$ cat config.mk
export PLATFORM = sky130hd
export DESIGN_NAME = pdm_stereo_deserializer
export DESIGN_NICKNAME = d
export VERILOG_FILES = /design/src/rtl/pdm_stereo_deserializer.sv
export SDC_FILE = /design/constraint.sdc
export NUM_CORES = 1
export LEC_CHECK = 0
export BUFFER_PORTS_ARGS = -buffer_cell sky130_fd_sc_hd__buf_2
export CAP_MARGIN = 20
export CORE_UTILIZATION = 55
export DETAILED_ROUTE_END_ITERATION = 12
export MAX_ROUTING_LAYER = met4
export PLACE_DENSITY = 0.7
export RECOVER_POWER = 50
export SYNTH_ARGS = -nofsm -noshare
export SYNTH_HDL_FRONTEND = slang
export SYNTH_SLANG_ARGS = --single-unit
$ cat constraint.sdc
create_clock -name clock_i -period 2.92 [get_ports clock_i]
set_input_delay 0.292 -clock clock_i [delete_from_list [all_inputs] [get_ports clock_i]]
set_output_delay 0.292 -clock clock_i [all_outputs]
set_load 0.01 [all_outputs]
$ cat src/rtl/pdm_stereo_deserializer.sv
// pdm_stereo_deserializer
//   Generates the PDM bit clock, shifts PDM data MSB-first into
//   WORD_LENGTH-bit words and queues completed words in a 2-entry FIFO
//   with a valid/ready handshake and a sticky overrun flag.
//
//   Optional feature macro: PDM_DESER_STEREO_EN
//     defined   : left captured on pdm_clk_o falling edges, right on rising
//                 edges; the board straps each microphone's lrsel.
//     undefined : left channel only, channel_o is always 0.
//
// Ports
//   clock_i      system clock
//   reset_i      asynchronous active-high reset
//   enable_i     run enable; low clears the datapath, keeps the FIFO
//   pdm_clk_o    PDM bit clock (SYSTEM_FREQUENCY / (2*HALF_PERIOD))
//   pdm_data_i   PDM data from the microphone(s)
//   pdm_lrsel_o  microphone L/R select, held 0
//   data_o       FIFO head word
//   channel_o    FIFO head channel (0 left, 1 right)
//   valid_o      FIFO non-empty
//   ready_i      consumer accepts the head word
//   overrun_o    sticky: a completed word was dropped on a full FIFO

// Per-channel shift register and bit counter. done_o/word_o are
// combinational so the parent can register the completed word on the
// same edge that performs the final capture.
module pdm_deser_chan #(
    parameter int WORD_LENGTH = 16
) (
    input  logic                   clock_i,
    input  logic                   reset_i,
    input  logic                   enable_i,
    input  logic                   capture_i,
    input  logic                   bit_i,
    output logic                   done_o,
    output logic [WORD_LENGTH-1:0] word_o
);
    localparam int BW = $clog2(WORD_LENGTH);

    // Only W-1 bits need storing: the newest bit comes straight from bit_i.
    logic [WORD_LENGTH-2:0] sr;
    logic [BW-1:0]          bcnt;
    logic                   last;

    assign last   = (bcnt == BW'(WORD_LENGTH - 1));
    assign word_o = {sr, bit_i};
    assign done_o = capture_i && last;

    always_ff @(posedge clock_i or posedge reset_i) begin
        if (reset_i) begin
            sr   <= '0;
            bcnt <= '0;
        end else if (!enable_i) begin
            sr   <= '0;
            bcnt <= '0;
        end else if (capture_i) begin
            sr   <= word_o[WORD_LENGTH-2:0];
            bcnt <= last ? '0 : bcnt + 1'b1;
        end
    end
endmodule

module pdm_stereo_deserializer #(
    parameter int WORD_LENGTH        = 16,
    parameter int SYSTEM_FREQUENCY   = 100000000,
    parameter int SAMPLING_FREQUENCY = 1000000
) (
    input  logic                   clock_i,
    input  logic                   reset_i,
    input  logic                   enable_i,
    output logic                   pdm_clk_o,
    input  logic                   pdm_data_i,
    output logic                   pdm_lrsel_o,
    output logic [WORD_LENGTH-1:0] data_o,
    output logic                   channel_o,
    output logic                   valid_o,
    input  logic                   ready_i,
    output logic                   overrun_o
);
    localparam int HALF_PERIOD = SYSTEM_FREQUENCY / (2 * SAMPLING_FREQUENCY);
    localparam int CW          = (HALF_PERIOD > 1) ? $clog2(HALF_PERIOD) : 1;

    generate
        if (HALF_PERIOD < 2 || (SYSTEM_FREQUENCY % (2 * SAMPLING_FREQUENCY)) != 0) begin : g_bad_div
            $error("pdm_stereo_deserializer: HALF_PERIOD must be an integer >= 2");
        end
        if (WORD_LENGTH < 2 || WORD_LENGTH > 32) begin : g_bad_wl
            $error("pdm_stereo_deserializer: WORD_LENGTH must be 2..32");
        end
    endgenerate

    typedef struct packed {
        logic                   ch;
        logic [WORD_LENGTH-1:0] word;
    } entry_t;

    // ---------------- bit clock divider ----------------
    logic [CW-1:0] cnt;
    logic          pdm_clk_q;
    logic          wrap;

    assign wrap = enable_i && (cnt == CW'(HALF_PERIOD - 1));

    always_ff @(posedge clock_i or posedge reset_i) begin
        if (reset_i) begin
            cnt       <= '0;
            pdm_clk_q <= 1'b0;
        end else if (!enable_i) begin
            cnt       <= '0;
            pdm_clk_q <= 1'b0;
        end else if (wrap) begin
            cnt       <= '0;
            pdm_clk_q <= ~pdm_clk_q;
        end else begin
            cnt <= cnt + 1'b1;
        end
    end

    // ---------------- channel capture ----------------
    // Left samples on the edge that drives pdm_clk_o 1->0.
    logic                   cap_l, done_l, done_r;
    logic [WORD_LENGTH-1:0] word_l, word_r;

    assign cap_l = wrap && pdm_clk_q;

    pdm_deser_chan #(.WORD_LENGTH(WORD_LENGTH)) u_left (
        .clock_i   (clock_i),
        .reset_i   (reset_i),
        .enable_i  (enable_i),
        .capture_i (cap_l),
        .bit_i     (pdm_data_i),
        .done_o    (done_l),
        .word_o    (word_l)
    );

`ifdef PDM_DESER_STEREO_EN
    // Right samples on the edge that drives pdm_clk_o 0->1.
    logic cap_r;
    assign cap_r = wrap && !pdm_clk_q;

    pdm_deser_chan #(.WORD_LENGTH(WORD_LENGTH)) u_right (
        .clock_i   (clock_i),
        .reset_i   (reset_i),
        .enable_i  (enable_i),
        .capture_i (cap_r),
        .bit_i     (pdm_data_i),
        .done_o    (done_r),
        .word_o    (word_r)
    );
`else
    assign done_r = 1'b0;
    assign word_r = '0;
`endif

    // ---------------- write request register ----------------
    // Channels complete on opposite pdm_clk edges, so one request slot
    // is enough.
    entry_t req;
    logic   req_vld;

    always_ff @(posedge clock_i or posedge reset_i) begin
        if (reset_i) begin
            req_vld <= 1'b0;
            req     <= '0;
        end else if (!enable_i) begin
            req_vld <= 1'b0;
        end else begin
            req_vld <= done_l || done_r;
            if (done_l || done_r)
                req <= {done_r, (done_r ? word_r : word_l)};
        end
    end

    // ---------------- 2-entry output FIFO ----------------
    // slot0 is always the head, so data_o/channel_o come straight from a
    // register and cannot move while the consumer stalls.
    entry_t     slot0, slot1;
    logic [1:0] count;
    logic       overrun_q;
    logic       push, pop;

    // A request still pending when enable drops is discarded.
    assign push = req_vld && enable_i;
    assign pop  = (count != 2'd0) && ready_i;

    always_ff @(posedge clock_i or posedge reset_i) begin
        if (reset_i) begin
            slot0     <= '0;
            slot1     <= '0;
            count     <= 2'd0;
            overrun_q <= 1'b0;
        end else begin
            case ({push, pop})
                2'b10: begin
                    if (count == 2'd0) begin
                        slot0 <= req;
                        count <= 2'd1;
                    end else if (count == 2'd1) begin
                        slot1 <= req;
                        count <= 2'd2;
                    end
                end
                2'b01: begin
                    slot0 <= slot1;
                    count <= count - 2'd1;
                end
                2'b11: begin
                    // Occupancy unchanged; a full FIFO shifts and refills.
                    if (count == 2'd2) begin
                        slot0 <= slot1;
                        slot1 <= req;
                    end else begin
                        slot0 <= req;
                    end
                end
                default: ;
            endcase

            if (!enable_i)
                overrun_q <= 1'b0;
            else if (push && !pop && count == 2'd2)
                overrun_q <= 1'b1;
        end
    end

    assign pdm_clk_o   = pdm_clk_q;
    assign pdm_lrsel_o = 1'b0;
    assign data_o      = slot0.word;
    assign channel_o   = slot0.ch;
    assign valid_o     = (count != 2'd0);
    assign overrun_o   = overrun_q;
endmodule

* After elaboration in Yosys (flattened, before gate mapping) *
Index checks and enable logic that the tools add are counted.

word-level totals
  register bits = 80
  input bits = 5
  output and inout port bits = 21
  word-level logic and storage cells = 70

operators by class
  add/subtract/negate cells = 3
  eq/ne operators = 15
  muxes and demuxes = 22
  bitwise logic cells = 1
  reductions and logical operators = 17

operators with widths
  kind                 number
  $mux 17              5
  $pmux 17 s3          1
  $pmux 17 s2          1
  $mux 15              2
  $mux 4               3
  $mux 6               2
  $ne 2x2->1 const B   4
  $logic_and 1x1->1    7
  $add 6x1->6 const B  1
  $eq 2x2->1 const B   3
  $eq 6x6->1 const B   1
  $ne 2x1->1 const B   3
  $reduce_and 2->1     3
  $reduce_bool 2->1    3
  $mux 1               5
  $add 4x1->4 const B  1
  $eq 2x1->1 const B   2
  $eq 4x4->1 const B   1
  $mux 2               2
  $pmux 2 s2           1
  $reduce_and 4->1     1
  $ne 3x3->1 const B   1
  $reduce_bool 3->1    1
  $logic_not 2->1      1
  other kinds (3)      3

* Logic depth before layout (Yosys ltp) *
Gate-level depths: netlist (run 1).

  depth in word-level cells = 7
  mapped depth = 10
  depth with buffers taken out = 9

* Hierarchy *
From an unflattened synthesis (run 1), not the netlist that was laid out.

unflattened totals
  cell total of the unflattened synthesis = 287
  area, all modules = 3538.4 sq um

by module, submodules not included
  module                   instances  cells an instance  area an instance (sq um)  sequential area each (sq um)
  pdm_stereo_deserializer  1          215                2662.6                    1476.4
  pdm_deser_chan           1          72                 875.8                     475.5

* Worst setup path before layout (run 1) *
OpenSTA, ideal clock, no wires.

  path kind = register to register
  from = register count[0]
  to = register slot1[0] in the netlist's numbering
  setup time = 0.125 ns
  data arrival time = 2.387 ns
  required time = 2.795 ns
  slack = 0.408 ns
  cell stages (with the launch flop) = 10
  path buffers = 1
  clock period less this slack = 2.512 ns
  cell sequence = dfrtp_1 -> inv_1 -> ha_1 -> nand2b_1 -> inv_1 -> ha_1 -> mux2i_1 -> a21oi_1 -> clkbuf_1 -> mux2_2

on the way
  word-level cells in the longest chain between the ends = 5

ends and longest elaborated chain
  element                                                           line  RTL
  start, declared                                                   178   logic [1:0] count;
  start signal, assigned                                            205   count <= count - 2'd1;
  $reduce_bool 2->1                                                 184   assign pop = (count != 2'd0) && ready_i;
  $logic_and 1x1->1                                                 184
  $eq 2x2->1                                                        193   case ({push, pop})
  $ne 2x2->1 (no line) / $reduce_bool 2->1 (equally long branches)  -
  $reduce_and 4->1 (no line)                                        -
  end signal, assigned                                              199   slot1 <= req;
  end signal, assigned                                              211   slot1 <= req;
  end, declared                                                     177   entry_t slot0, slot1;

Several ways; a longest one is shown, not always the timed one.
A chain may end at the register's enable or synchronous reset.

* Final worst setup path (run 1) *
  from = register cnt[1]
  to = register req[2] in the netlist's numbering

on the way
  word-level cells in the longest chain between the ends = 5

ends and longest elaborated chain
  element                     line  RTL
  start, declared             98    logic [CW-1:0] cnt;
  start signal, assigned      115   cnt <= cnt + 1'b1;
  $eq 6x6->1                  102   assign wrap = enable_i && (cnt == CW'(HALF_PERIOD - 1));
  $logic_and 1x1->1           102
  $logic_and 1x1->1           124   assign cap_l = wrap && pdm_clk_q;
  $logic_and 1x1->1           47    assign done_o = capture_i && last;
  $reduce_and 2->1 (no line)  -
  end signal, assigned        170   req <= {done_r, (done_r ? word_r : word_l)};
  end, declared               158   entry_t req;

Every way passes these cells.

==> results of run 1 <==
[where the power goes]
part	internal (W)	leakage, nW	total [W]	switching (W)
Combinational	0.0000872	0.616	0.000264	0.000177
Sequential	0.00110	1.08	0.00111	0.0000156
Clock	0.000572	0.124	0.000967	0.000395
[logic make-up (layout without fill, tap and decap cells)]
family          after synthesis  in the layout  synth area share [%]
flops                        78             78                 56.73
compound gates               45             45                 8.073
buf+inv                      24             59                 3.527
other cells                   1              2                0.1090
xor+xnor                      5              5                 1.273
mux                          52             52                 17.27
fa+ha+maj                     9              9                 3.273
simple gates                 67             67                 9.746
[worst max-delay path by stage]
stage                  to      from  slack [ns]  cells past startpoint
2_1_floorplan    slot1[0]  count[0]        0.41                      9
3_3_place_gp   data_o[15]  count[0]        0.25                      9
3_5_place_dp   data_o[15]  count[0]        0.18                      9
4_1_cts        data_o[15]  count[0]        0.16                      9
5_1_grt         data_o[1]  count[0]        0.38                     10
6_report           req[2]    cnt[1]        0.50                      5
[cell usage in the layout (no fill, tap or decap), types with 3 or more instances in the layout]
master     instances
mux2i_1           20
inv_1             10
a21oi_1            6
mux2_4             9
nand2_1           25
xnor2_1            3
mux2_2            23
buf_2              5
nor2b_1           18
bufinv_16          3
nand2b_1           3
dfrtp_1           78
nand3_1            3
clkbuf_8           9
a22oi_1           17
nor2_1            11
clkbuf_1          18
ha_1               9
o21ai_0           17
buf_4              7
[through the flow]
stage | area, um^2 | total power (W) | setup WS [ns]
finish | 3875 | 0.002342 | 0.5036
floorplan | 3445 | 0.001318 | 0.4084
detailed placement | 3640 | 0.001392 | 0.1784
global placement | 3640 | 0.001385 | 0.2492
CTS | 3895 | 0.002364 | 0.1632
global route | 3875 | 0.002446 | 0.3772
[repair_timing]
item,in CTS,in global routing
hold buffers,1,0
endpoints found under the hold margin,11,0
buffers inserted,0,0
[critical path, stage by stage, from the launching register on]
cell and delay [ns]:
dfrtp_1 0.40, inv_1 0.06, ha_1 0.14, or4b_4 0.49
or3_1 0.77, mux2_4 0.44
[registers in the layout, summed over array words and instances (netlist names)]
register / cells
cnt: 6
count: 2
data_o: 16
overrun_o: 1
pdm_clk_o: 1
req: 16
req_vld: 1
slot1: 16
u_left.bcnt: 4
u_left.sr: 15
[layer usage]
layer	vias to the layer above	global-route usage, %
met1	1004	28.81
met5	-	-
met4	0	9.643
met3	11	4.045
li1	1028	-
met2	32	28.32
[area by class of cell]
cell class                      count  area, um^2  share of cell area (%)
Sequential cell                    78        1952                   50.37
Multi-Input combinational cell    180        1381                   35.65
Timing Repair Buffer               33       165.2                   4.262
Clock buffer                        9       123.9                   3.197
Clock inverter                      7       121.4                   3.132
Tap cell                           75       93.84                   2.422
Inverter                           10       37.54                  0.9687
==> metrics.md, run 1 <==
| Metric | Value |
|---|---|
| Final setup skew | 0.008191 ns |
| RR Startpoint | cnt[1] |
| Crit-path max FO | 17 |
| Hold EP | req[0] |
| Peak VDD IR | 0.3596 mV |
| CP required | roughly 3.2 ns |
| Synthesized area per cell | between 10 and 15 um^2 |
| Yosys warnings | 0 |
| Met1 wire length | 2949 um |
| Die area | 0.006576 mm^2 |
| Most common cell in the synthesized netlist | dfrtp_1 |
| Clk Latency, worst-skew pair | roughly 0.35 ns |
| Max-Slew Margin vs Limit | 38.92% |
| Hold Path Origin | pdm_data_i |
| First-pass GRT wire length | 9584 um |
| Ports | 26 |
| Internal reg-to-reg setup slack | 0.50 ns |
| Startpoint Class | flop |
| TNS Setup | 0 ns |
| R2r worst-path depth | 5 |
| Die Wd | 81.10 um |
| Arrival @ worst endpoint | 2.65 ns |
| Share of cells above drive strength 1 | 20.50% |
| Top FF cell, synth | dfrtp_1 |
| CTS Sinks | 78 |
| Tot GR Track Use | 20.43% |
| Top Metal Used | met4 |
| Hold Path Class | primary input to flop |
| Number of synthesized register bits | between 70 and 80 |
| Total Wirelength | 5658 um |
| Post-synth EDFFs | 0 |
| WL met3 | roughly 150 um |
| GPL Wtd Cong | between 0.6 and 0.7 |
| PortBufs | 23 |
| Synth cell count leaders | dfrtp_1, nand2_1, mux2_2, mux2i_1, nor2b_1 |
| Clock root buffer | clkbuf_8 |
| Status | finished, final reports clean |
| Final Hold Fails | 0 |
| PostCTS Resize Cnt | 0 |
| Largest net degree at the start of global routing | 37 |
| Final Cycle Share | 82.75% |
| Top cell type's share of synthesized area | 56.73% |
| RSZ-0062 raised after global routing | no |
| Count of cell types in the netlist | 31 |
| Worst Path Class, Setup | flop to flop |
| Dpl cells | 374 |
| Initial Util | approximately 57% |
| Tmin final | 2.416 ns |
| Vias in the first global route | 2,014 |
| Pwr dens | 604.5 mW/mm^2 |
| # rows | 28 |
| Post-Syn Instances | 281 |
| Sequential cell area fraction in the yosys report | 56.73% |
| Nets | 326 |
| CTS tree | built |
| Post-DRT Antenna Nets | 0 |
| WL per Instance | 14.43 um |
| P&R area growth vs syn | 12.62% |
| Vias after detailed routing | approximately 2,100 |
| Core area | 0.005991 mm^2 |
| Worst-Margin Slew | 0.9162 ns |
| Fraction of registers with async set/reset | 100.0% |
| Drt pass-1 iters | 5 |
| DRC | 0 |
| Max Buffers Root-to-Sink | 2 |
| Maxcap violations | 0 |
| Endpoint class of the critical path | flop |
| Final core occ | 64.68% |
| Highest Clock Rate | 413.8 MHz |
| WL met2 | 2464 um |
| Filler Cells Inserted | 470 |
| Vias/cell | 5.293 |
| Hpwl dp | 3768 um |
| Leading area contributor after synthesis | dfrtp_1 |
| Final Max Slew Viols | 0 |
| Syn Std Cell Area | 0.003441 mm^2 |
| Reg clk slew, reported paths | 0.08 ns |
| Setup-failing EPs final | 0 |
| CTS buffer count | 9 |
| Antenna violations before repair | 0 |
| H-tree level count | 3 |
| Hold path depth | 2 |
| Ant diodes | 0 |
| RR Endpoint | req[2] |
| Fin cells | 392 |
| Die extent in y | 81.10 um |
| Dominant cells by area after synthesis | dfrtp_1, mux2_2, mux2i_1 |
| Leakage | approximately 1.8 nW |
| Gr ovfl total | 0 |
| WHS | 0.2144 ns |
| First DRT Iteration DRCs | 123 |
(Power assumes the default switching activity.)
==> run 2, diff against run 1 <==
Settings changed: ABC_AREA set to 1, CORE_UTILIZATION 55 to 54, PLACE_DENSITY 0.7 to 0.72.
Clock period 2.92 ns to 2.1 ns, I/O delays scaled along.
==> run 2 against run 1 <==
The run now ends with capacitance limit left; register-to-register slack lost 0.35 ns; clock skew shrank 0.0027 ns; via count grew 32%; critical path depth grew 3; critical endpoint is now data_o[1]; largest power group unchanged.
==> metrics.md, run 2 <==
| Metric | Value |
|---|---|
| Hold Path Class | primary input to flop (unchanged) |
| Worst-Margin Slew | 1.461 ns (was 0.9162 ns) |
| Status | finished, violations left (was finished, final reports clean) |
| Final setup skew | 0.005526 ns (was 0.008191 ns) |
| Filler Cells Inserted | 538 (was 470) |
| Tmin final | 1.946 ns (was 2.416 ns) |
| Sequential cell area fraction in the yosys report | 54.83% (was 56.73%) |
| CTS tree | built (unchanged) |
| Top cell type's share of synthesized area | 54.83% (was 56.73%) |
| Hpwl dp | 4592 um (was 3768 um) |
| Peak VDD IR | 0.6864 mV (was 0.3596 mV) |
| First DRT Iteration DRCs | 158 (was 123) |
| CP required | 2.36 ns (was 3.15 ns) |
| Highest Clock Rate | 513.8 MHz (was 413.8 MHz) |
| Core area | 0.006350 mm^2 (was 0.005991 mm^2) |
| Post-Syn Instances | 407 (was 281) |
| TNS Setup | 0 ns (unchanged) |
| Initial Util | 56.06% (was 57.44%) |
| Final Cycle Share | 92.68% (was 82.75%) |
| Failing checks | capacitance limit |
| Post-synth EDFFs | 0 (unchanged) |
| Count of cell types in the netlist | 26 (was 31) |
| Antenna violations before repair | 0 (unchanged) |
| Vias after detailed routing | 2,731 (was 2,075) |
| Clock root buffer | clkbuf_8 (unchanged) |
| Final Max Slew Viols | 0 (unchanged) |
| Startpoint Class | flop (unchanged) |
| Most common cell in the synthesized netlist | nand2_1 (was dfrtp_1) |
| Endpoint class of the critical path | flop (unchanged) |
| Share of cells above drive strength 1 | 9.655% (was 20.50%) |
| Die Wd | 83.19 um (was 81.10 um) |
| Setup-failing EPs final | 0 (unchanged) |
| DRC | 0 (unchanged) |
| Die area | 0.006921 mm^2 (was 0.006576 mm^2) |
| RR Endpoint | data_o[1] (was req[2]) |
| Post-DRT Antenna Nets | 0 (unchanged) |
| Reg clk slew, reported paths | 0.08 ns (about the same) |
| Drt pass-1 iters | 4 (was 5) |
| Setup crit end | data_o[1] (was req[2]) |
| Nets | 444 (was 326) |
| Final Hold Fails | 0 (unchanged) |
| Post-CTS Setup Inserts | 0 (unchanged) |
| Gr ovfl total | 0 (unchanged) |
| Syn Std Cell Area | 0.003560 mm^2 (was 0.003441 mm^2) |
| Leakage | 1.934 nW (was 1.822 nW) |
| CTS Sinks | 78 (unchanged) |
| Internal reg-to-reg setup slack | 0.15 ns (was 0.50 ns) |
| WL per Instance | 13.17 um (was 14.43 um) |
| Synth cell count leaders | nand2_1, dfrtp_1, nand3_1, inv_1, nor2_1 (was dfrtp_1, nand2_1, mux2_2, mux2i_1, nor2b_1) |
| P&R area growth vs syn | 11.18% (was 12.62%) |
| Largest family of logic cells by synthesized area | simple AND/OR/NAND/NOR gates (was multiplexers) |
| R2r worst-path depth | 8 (was 5) |
| Post-Synth Simple-Gate Area | 27.21% (was 9.745%) |
| Fraction of registers with async set/reset | 100.0% (unchanged) |
| Synthesized area per cell | 8.746 um^2 (was 12.24 um^2) |
| Synth Area in XOR/XNOR | 0.4921% (was 1.273%) |
| Yosys warnings | 0 (unchanged) |
| CP Launch Point | count[0] (was cnt[1]) |
| Crit-path max FO | 16 (was 17) |
| Die extent in y | 83.19 um (was 81.10 um) |
| Leading area contributor after synthesis | dfrtp_1 (unchanged) |
| Clk Latency, worst-skew pair | 0.35 ns (about the same) |
| Maxcap violations | 1 (was 0) |
| Max-Slew Margin vs Limit | 2.080% (was 38.92%) |
| GPL Wtd Cong | 0.7895 (was 0.6836) |
| Hold Path Origin | pdm_data_i (unchanged) |
| H-tree level count | 3 (unchanged) |
| First-pass GRT wire length | 11,790 um (was 9584 um) |
| Ports | 26 (unchanged) |
| Top FF cell, synth | dfrtp_1 (unchanged) |
| Tot GR Track Use | 21.96% (was 20.43%) |
| Vias/cell | 5.334 (was 5.293) |
| Seq. cell area | 0.001952 mm^2 (unchanged) |
| Adder-Cell Fraction of Synth Area | 3.163% (was 3.273%) |
| PortBufs | 23 (unchanged) |
| Final core occ | 62.33% (was 64.68%) |
| Largest net degree at the start of global routing | 34 (was 37) |
| Synth Area in Compound Gates | 6.397% (was 8.073%) |
| Commonest non-fill, non-tap cell in the layout | nand2_1 (was dfrtp_1) |
| Max Buffers Root-to-Sink | 2 (unchanged) |
| Pwr dens | 979.0 mW/mm^2 (was 604.5 mW/mm^2) |
| Ant diodes | 0 (unchanged) |
| CTS buffer count | 9 (unchanged) |
| RSZ-0062 raised after global routing | no (unchanged) |
| # rows | 29 (was 28) |
| Commonest non-fill, non-tap cells in the layout | nand2_1, dfrtp_1, nand3_1, inv_1, nor2_1 (was dfrtp_1, nand2_1, mux2_2, mux2i_1) |
| Number of synthesized register bits | 78 (unchanged) |
| Vias in the first global route | 2,486 (was 2,014) |
| Arrival @ worst endpoint | 2.20 ns (was 2.65 ns) |
| RR Startpoint | count[0] (was cnt[1]) |
| Worst Path Class, Setup | flop to flop (unchanged) |
| Area of the multi-input gates | 0.001336 mm^2 (was 0.001381 mm^2) |
| Total Wirelength | 6744 um (was 5658 um) |
| Mux contribution to synthesized area | 0% (was 17.27%) |
| Dominant cells by area after synthesis | dfrtp_1, nand2_1, nand3_1 (was dfrtp_1, mux2_2, mux2i_1) |
[run 2: cell types whose count changed after synthesis, moves of 17 or more]
| cell | previous run | this run |
|---|---|---|
| mux2i_1 | 20 | 0 |
| a22oi_1 | 17 | 0 |
| nand2_1 | 25 | 120 |
| nand4_1 | 0 | 18 |
| mux2_2 | 23 | 0 |
| nor2b_1 | 18 | 0 |
| nand3_1 | 3 | 41 |
| inv_1 | 10 | 35 |
[run 2: repair_timing]
| action | CTS | global route |
|---|---|---|
| hold buffers | 1 | 0 |
| endpoints found under the setup margin | 0 | 30 |
| endpoints found under the hold margin | 29 | 0 |
| gates resized for setup | 0 | 3 |
[run 2: cell families (layout without fill, tap and decap cells)]
logic type                 Yosys count  count (layout)
and+or+nand+nor                    217             217
adders and majority gates            9               9
buffers and inverters               59              86
AOI/OAI and AO/OA                   41              41
xor gates and xnor gates             2               2
other                                1               2
DFF                                 78              78
[run 2: worst min path at each step]
stage	endpoint	slack [ns]	cells after the start
3_5_place_dp	cnt[4]	0.36	2
3_3_place_gp	overrun_o	0.36	2
2_1_floorplan	u_left.sr[0]	0.33	2
5_1_grt	u_left.sr[0]	0.13	3
6_report	u_left.sr[0]	0.10	3
4_1_cts	u_left.sr[0]	0.1	3
[run 2: worst max-delay path, stage by stage, from the launching register on]
cell	delay [ns]
dfrtp_1	0.38
inv_1	0.08
ha_2	0.23
nor2_4	0.15
ha_1	0.20
nand2_1	0.06
nand2_1	0.35
nand3_1	0.16
a31oi_1	0.24
[run 2: per-stage QoR]
| step | setup slack (ns) | power, W | hold slack, ns | std cells | instance area (um^2) |
|---|---|---|---|---|---|
| after global routing | 0.0006388 | 0.004094 | 0.1307 | 512 | 3958 |
| final | 0.1536 | 0.003874 | 0.1042 | 512 | 3958 |
| after detailed placement | 0.1366 | 0.002578 | 0.3617 | 495 | 3732 |
| after global placement | 0.2463 | 0.002549 | 0.3630 | 495 | 3732 |
| after floorplan | 0.02504 | 0.002329 | 0.3268 | 408 | 3567 |
| after CTS | 0.08595 | 0.003933 | 0.09693 | 512 | 3988 |
[run 2: layout make-up]
class | count | share of cell area, %
inverter | 37 | 3.541
clock buffer | 9 | 3.130
multi-input combinational | 271 | 33.77
tap | 77 | 2.434
clock inverter | 7 | 3.067
sequential | 78 | 49.32
timing repair buffer | 33 | 4.742
[run 2: report_power, final]
group          switching [W]  total, W  internal, W
clock network       0.000565   0.00136     0.000793
logic               0.000496  0.000749     0.000253
registers          0.0000938   0.00177      0.00167
[run 2: routing by layer]
layer | vias to the layer above | share of wire (%) | wire length, um | track usage (%)
met3 | 10 | 4.0 | 271 | 3.380
met4 | 0 | 1.8 | 120 | 9.875
li1 | 1375 | - | - | -
met5 | - | 0 | 0 | -
met2 | 64 | 44 | 2969 | 31.45
met1 | 1282 | 50 | 3383 | 31.18
==> run 3, diff against run 2 <==
Settings changed: CORE_MARGIN set to 1.5, CORE_UTILIZATION 54 to 55, CTS_BUF_LIST set to sky130_fd_sc_hd__clkbuf_2 sky130_fd_sc_hd__clkbuf_4 sky130_fd_sc_hd__clkbuf_8, PLACE_DENSITY 0.72 to 0.73, SYNTH_HIERARCHICAL set to 1.
==> run 3 against run 2 <==
The flow now finishes without violations; final area is 0.35% higher; critical path depth is 1 higher; worst setup slack worse by 0.011 ns; wire length is 1.4% lower; area after synthesis is 1.7% higher; non-clock buffer count stayed put; sequential power is 12% lower; via count is 2.7% lower; clock-buffer cell count stayed put; sequential cell count stayed put; register-to-register slack hardly changed; synthesized cell count is 6.9% higher; critical path type unchanged; critical endpoint is now slot1[8].
==> metrics.md, run 3 <==
| Metric | Value |
|---|---|
| Ports | 26 (unchanged) |
| Maxcap violations | 0 (was 1) |
| Initial Util | 57.00% (was 56.06%) |
| First DRT Iteration DRCs | 133 (was 158) |
| GPL Wtd Cong | 0.8219 (was 0.7895) |
| Vias in the first global route | 2,544 (was 2,486) |
| Arrival @ worst endpoint | 2.19 ns (was 2.20 ns) |
| Core area | 0.006350 mm^2 (unchanged) |
| CP required | 2.34 ns (was 2.36 ns) |
| Die Wd | 84.13 um (was 83.19 um) |
| Worst-Margin Slew | 1.411 ns (was 1.461 ns) |
| Post-DRT Antenna Nets | 0 (unchanged) |
| Most common cell in the synthesized netlist | nand2_1 (unchanged) |
| CTS tree | built (unchanged) |
| First-pass GRT wire length | 11,980 um (was 11,790 um) |
| Filler Cells Inserted | 581 (was 538) |
| Worst Path Class, Setup | flop to flop (unchanged) |
| Fin cells | 544 (was 512) |
| Design area | 0.003971 mm^2 (was 0.003958 mm^2) |
| Clk Latency, worst-skew pair | 0.34 ns (was 0.35 ns) |
| Total Wirelength | 6652 um (was 6744 um) |
| Pwr dens | 802.2 mW/mm^2 (was 979.0 mW/mm^2) |
| Top cell type's share of synthesized area | 53.92% (was 54.83%) |
| Endpoint class of the critical path | flop (unchanged) |
| Syn Std Cell Area | 0.003620 mm^2 (was 0.003560 mm^2) |
| RR Startpoint | count[1] (was count[0]) |
| Setup-failing EPs final | 0 (unchanged) |
| Max Buffers Root-to-Sink | 2 (unchanged) |
| # rows | 29 (unchanged) |
| Commonest non-fill, non-tap cell in the layout | nand2_1 (unchanged) |
| Die area | 0.007077 mm^2 (was 0.006921 mm^2) |
| Vias after detailed routing | 2,657 (was 2,731) |
| Gr ovfl total | 0 (unchanged) |
| Leading area contributor after synthesis | dfrtp_1 (unchanged) |
| Reg clk slew, reported paths | 0.07 ns (was 0.08 ns) |
| Ant diodes | 0 (unchanged) |
| Met1 usage | 28.36% (was 31.18%) |
| Yosys warnings | 6 (was 0) |
| Top FF cell, synth | dfrtp_1 (unchanged) |
| WL per Instance | 12.23 um (was 13.17 um) |
| Vias/cell | 4.884 (was 5.334) |
| CP Launch Point | count[1] (was count[0]) |
| Post-Syn Instances | 435 (was 407) |
| DP Area | 0.003772 mm^2 (was 0.003732 mm^2) |
| Final core occ | 62.54% (was 62.33%) |
| Tot GR Track Use | 21.79% (was 21.96%) |
| Share of cells above drive strength 1 | 9.850% (was 9.655%) |
| Post-synth EDFFs | 0 (unchanged) |
| Clock root buffer | clkbuf_8 (unchanged) |
| Startpoint Class | flop (unchanged) |
| Dpl cells | 527 (was 495) |
| Count of cell types in the netlist | 26 (unchanged) |
| Final setup skew | 0.006333 ns (was 0.005526 ns) |
| Sequential cell area fraction in the yosys report | 53.92% (was 54.83%) |
| Leakage | 2.196 nW (was 1.934 nW) |
| PortBufs | 23 (unchanged) |
| Hold Path Origin | pdm_data_i (unchanged) |
| Tmin final | 1.957 ns (was 1.946 ns) |
| Peak VDD IR | 0.5418 mV (was 0.6864 mV) |
| P&R area growth vs syn | 9.713% (was 11.18%) |
| Synthesized area per cell | 8.321 um^2 (was 8.746 um^2) |
| Commonest non-fill, non-tap cells in the layout | nand2_1, dfrtp_1, nand3_1, inv_1, clkbuf_1 (was nand2_1, dfrtp_1, nand3_1, inv_1, nor2_1) |
| Antenna violations before repair | 0 (unchanged) |
| Highest Clock Rate | 511.0 MHz (was 513.8 MHz) |
| DRC | 0 (unchanged) |
| Drt pass-1 iters | 4 (unchanged) |
| Largest net degree at the start of global routing | 60 (was 34) |
| CTS Sinks | 78 (unchanged) |
| Hpwl dp | 4749 um (was 4592 um) |
| Number of synthesized register bits | 78 (unchanged) |
| Final Cycle Share | 93.20% (was 92.68%) |
| GRT busiest layer | met2 (unchanged) |
| Hold Path Class | primary input to flop (unchanged) |
| Met2 Use GR | 33.96% (was 31.45%) |
| Synth cell count leaders | nand2_1, dfrtp_1, nand3_1, inv_1, nor2_1 (unchanged) |
| Nets | 477 (was 444) |
| Final Max Slew Viols | 0 (unchanged) |
| Dominant cells by area after synthesis | dfrtp_1, nand2_1, nand3_1 (unchanged) |
| Fraction of registers with async set/reset | 100.0% (unchanged) |
| Final Hold Fails | 0 (unchanged) |
| Die extent in y | 84.13 um (was 83.19 um) |
| Crit-path max FO | 8 (was 16) |
| Global routing met3 resource utilization | 6.231% (was 3.380%) |
| Max-Slew Margin vs Limit | 5.910% (was 2.080%) |
| TNS Setup | 0 ns (unchanged) |
| Status | finished, final reports clean (was finished, violations left) |
| H-tree level count | 3 (unchanged) |
| CTS buffer count | 9 (unchanged) |
[run 3: worst paths after layout]
kind                                        to  slack [ns]  cells past startpoint
worst max-delay path                  slot1[8]        0.14                      9
worst min-delay path                    req[0]        0.09                      3
worst max register to register        slot1[8]        0.14                      9
worst min register to register          req[1]        0.47                      2
max in group asynchronous               req[2]        0.36                      4
min in group asynchronous       u_left/bcnt[0]        0.54                      3
[run 3: report_power, final]
group / leakage, nW / switching (W) / internal (W)
logic: 1.00 / 0.000332 / 0.000121
clock network: 0.113 / 0.000520 / 0.000662
registers: 1.08 / 0.0000243 / 0.00153
[run 3: final cells by class]
class / count / area (um^2) / area share, %
Sequential cell: 78 / 1952 / 49.15
Multi-Input combinational cell: 303 / 1401 / 35.29
Timing Repair Buffer: 33 / 167.7 / 4.222
Inverter: 37 / 141.4 / 3.560
Clock buffer: 9 / 123.9 / 3.119
Tap cell: 77 / 96.34 / 2.426
Clock inverter: 7 / 88.84 / 2.237
[run 3: worst max-delay path, stage by stage, from the launching register on]
cell	delay (ns)
dfrtp_1	0.41
inv_1	0.09
ha_1	0.21
nor2_2	0.20
inv_1	0.12
ha_1	0.26
o21a_2	0.27
buf_4	0.17
nand3_1	0.07
nand2_1	0.05
[run 3: cell families (layout without fill, tap and decap cells)]
| kind of cell | after synthesis | count (layout) | share of synthesized area, % |
|---|---|---|---|
| other | 1 | 2 | 0.1036 |
| AND/OR/NAND/NOR | 267 | 267 | 30.49 |
| flip-flops | 78 | 78 | 53.92 |
| XOR/XNOR | 2 | 2 | 0.4840 |
| buffers and inverters | 55 | 86 | 7.846 |
| AO/OA/AOI/OAI | 22 | 22 | 3.699 |
| adder cells (fa/ha/maj) | 10 | 10 | 3.457 |
[run 3: what timing repair did]
item / CTS / global route
gates resized for setup: 0 / 4
endpoints found under the setup margin: 0 / 28
hold buffers: 1 / 0
buffers inserted: 0 / 0
hold endpoints to repair: 59 / 0
[run 3: per-stage QoR]
| stage | worst slack (ns) | hold slack [ns] | total power, W |
|---|---|---|---|
| detailed placement | 0.08968 | 0.2929 | 0.002019 |
| global placement | 0.1885 | 0.2938 | 0.001998 |
| finish | 0.1429 | 0.09132 | 0.003186 |
| floorplan | 0.07510 | 0.1611 | 0.001943 |
| CTS | 0.07837 | 0.07920 | 0.003212 |
| global route | -0.005687 | 0.08945 | 0.003349 |
[run 3: layer usage]
layer / wire (um) / part of all wire [%] / vias up
met2: 3078 / 46 / 49
met5: 0 / 0 / -
met1: 3290 / 49 / 1206
met3: 236 / 3.5 / 4
met4: 47 / 0.71 / 0
li1: - / - / 1398
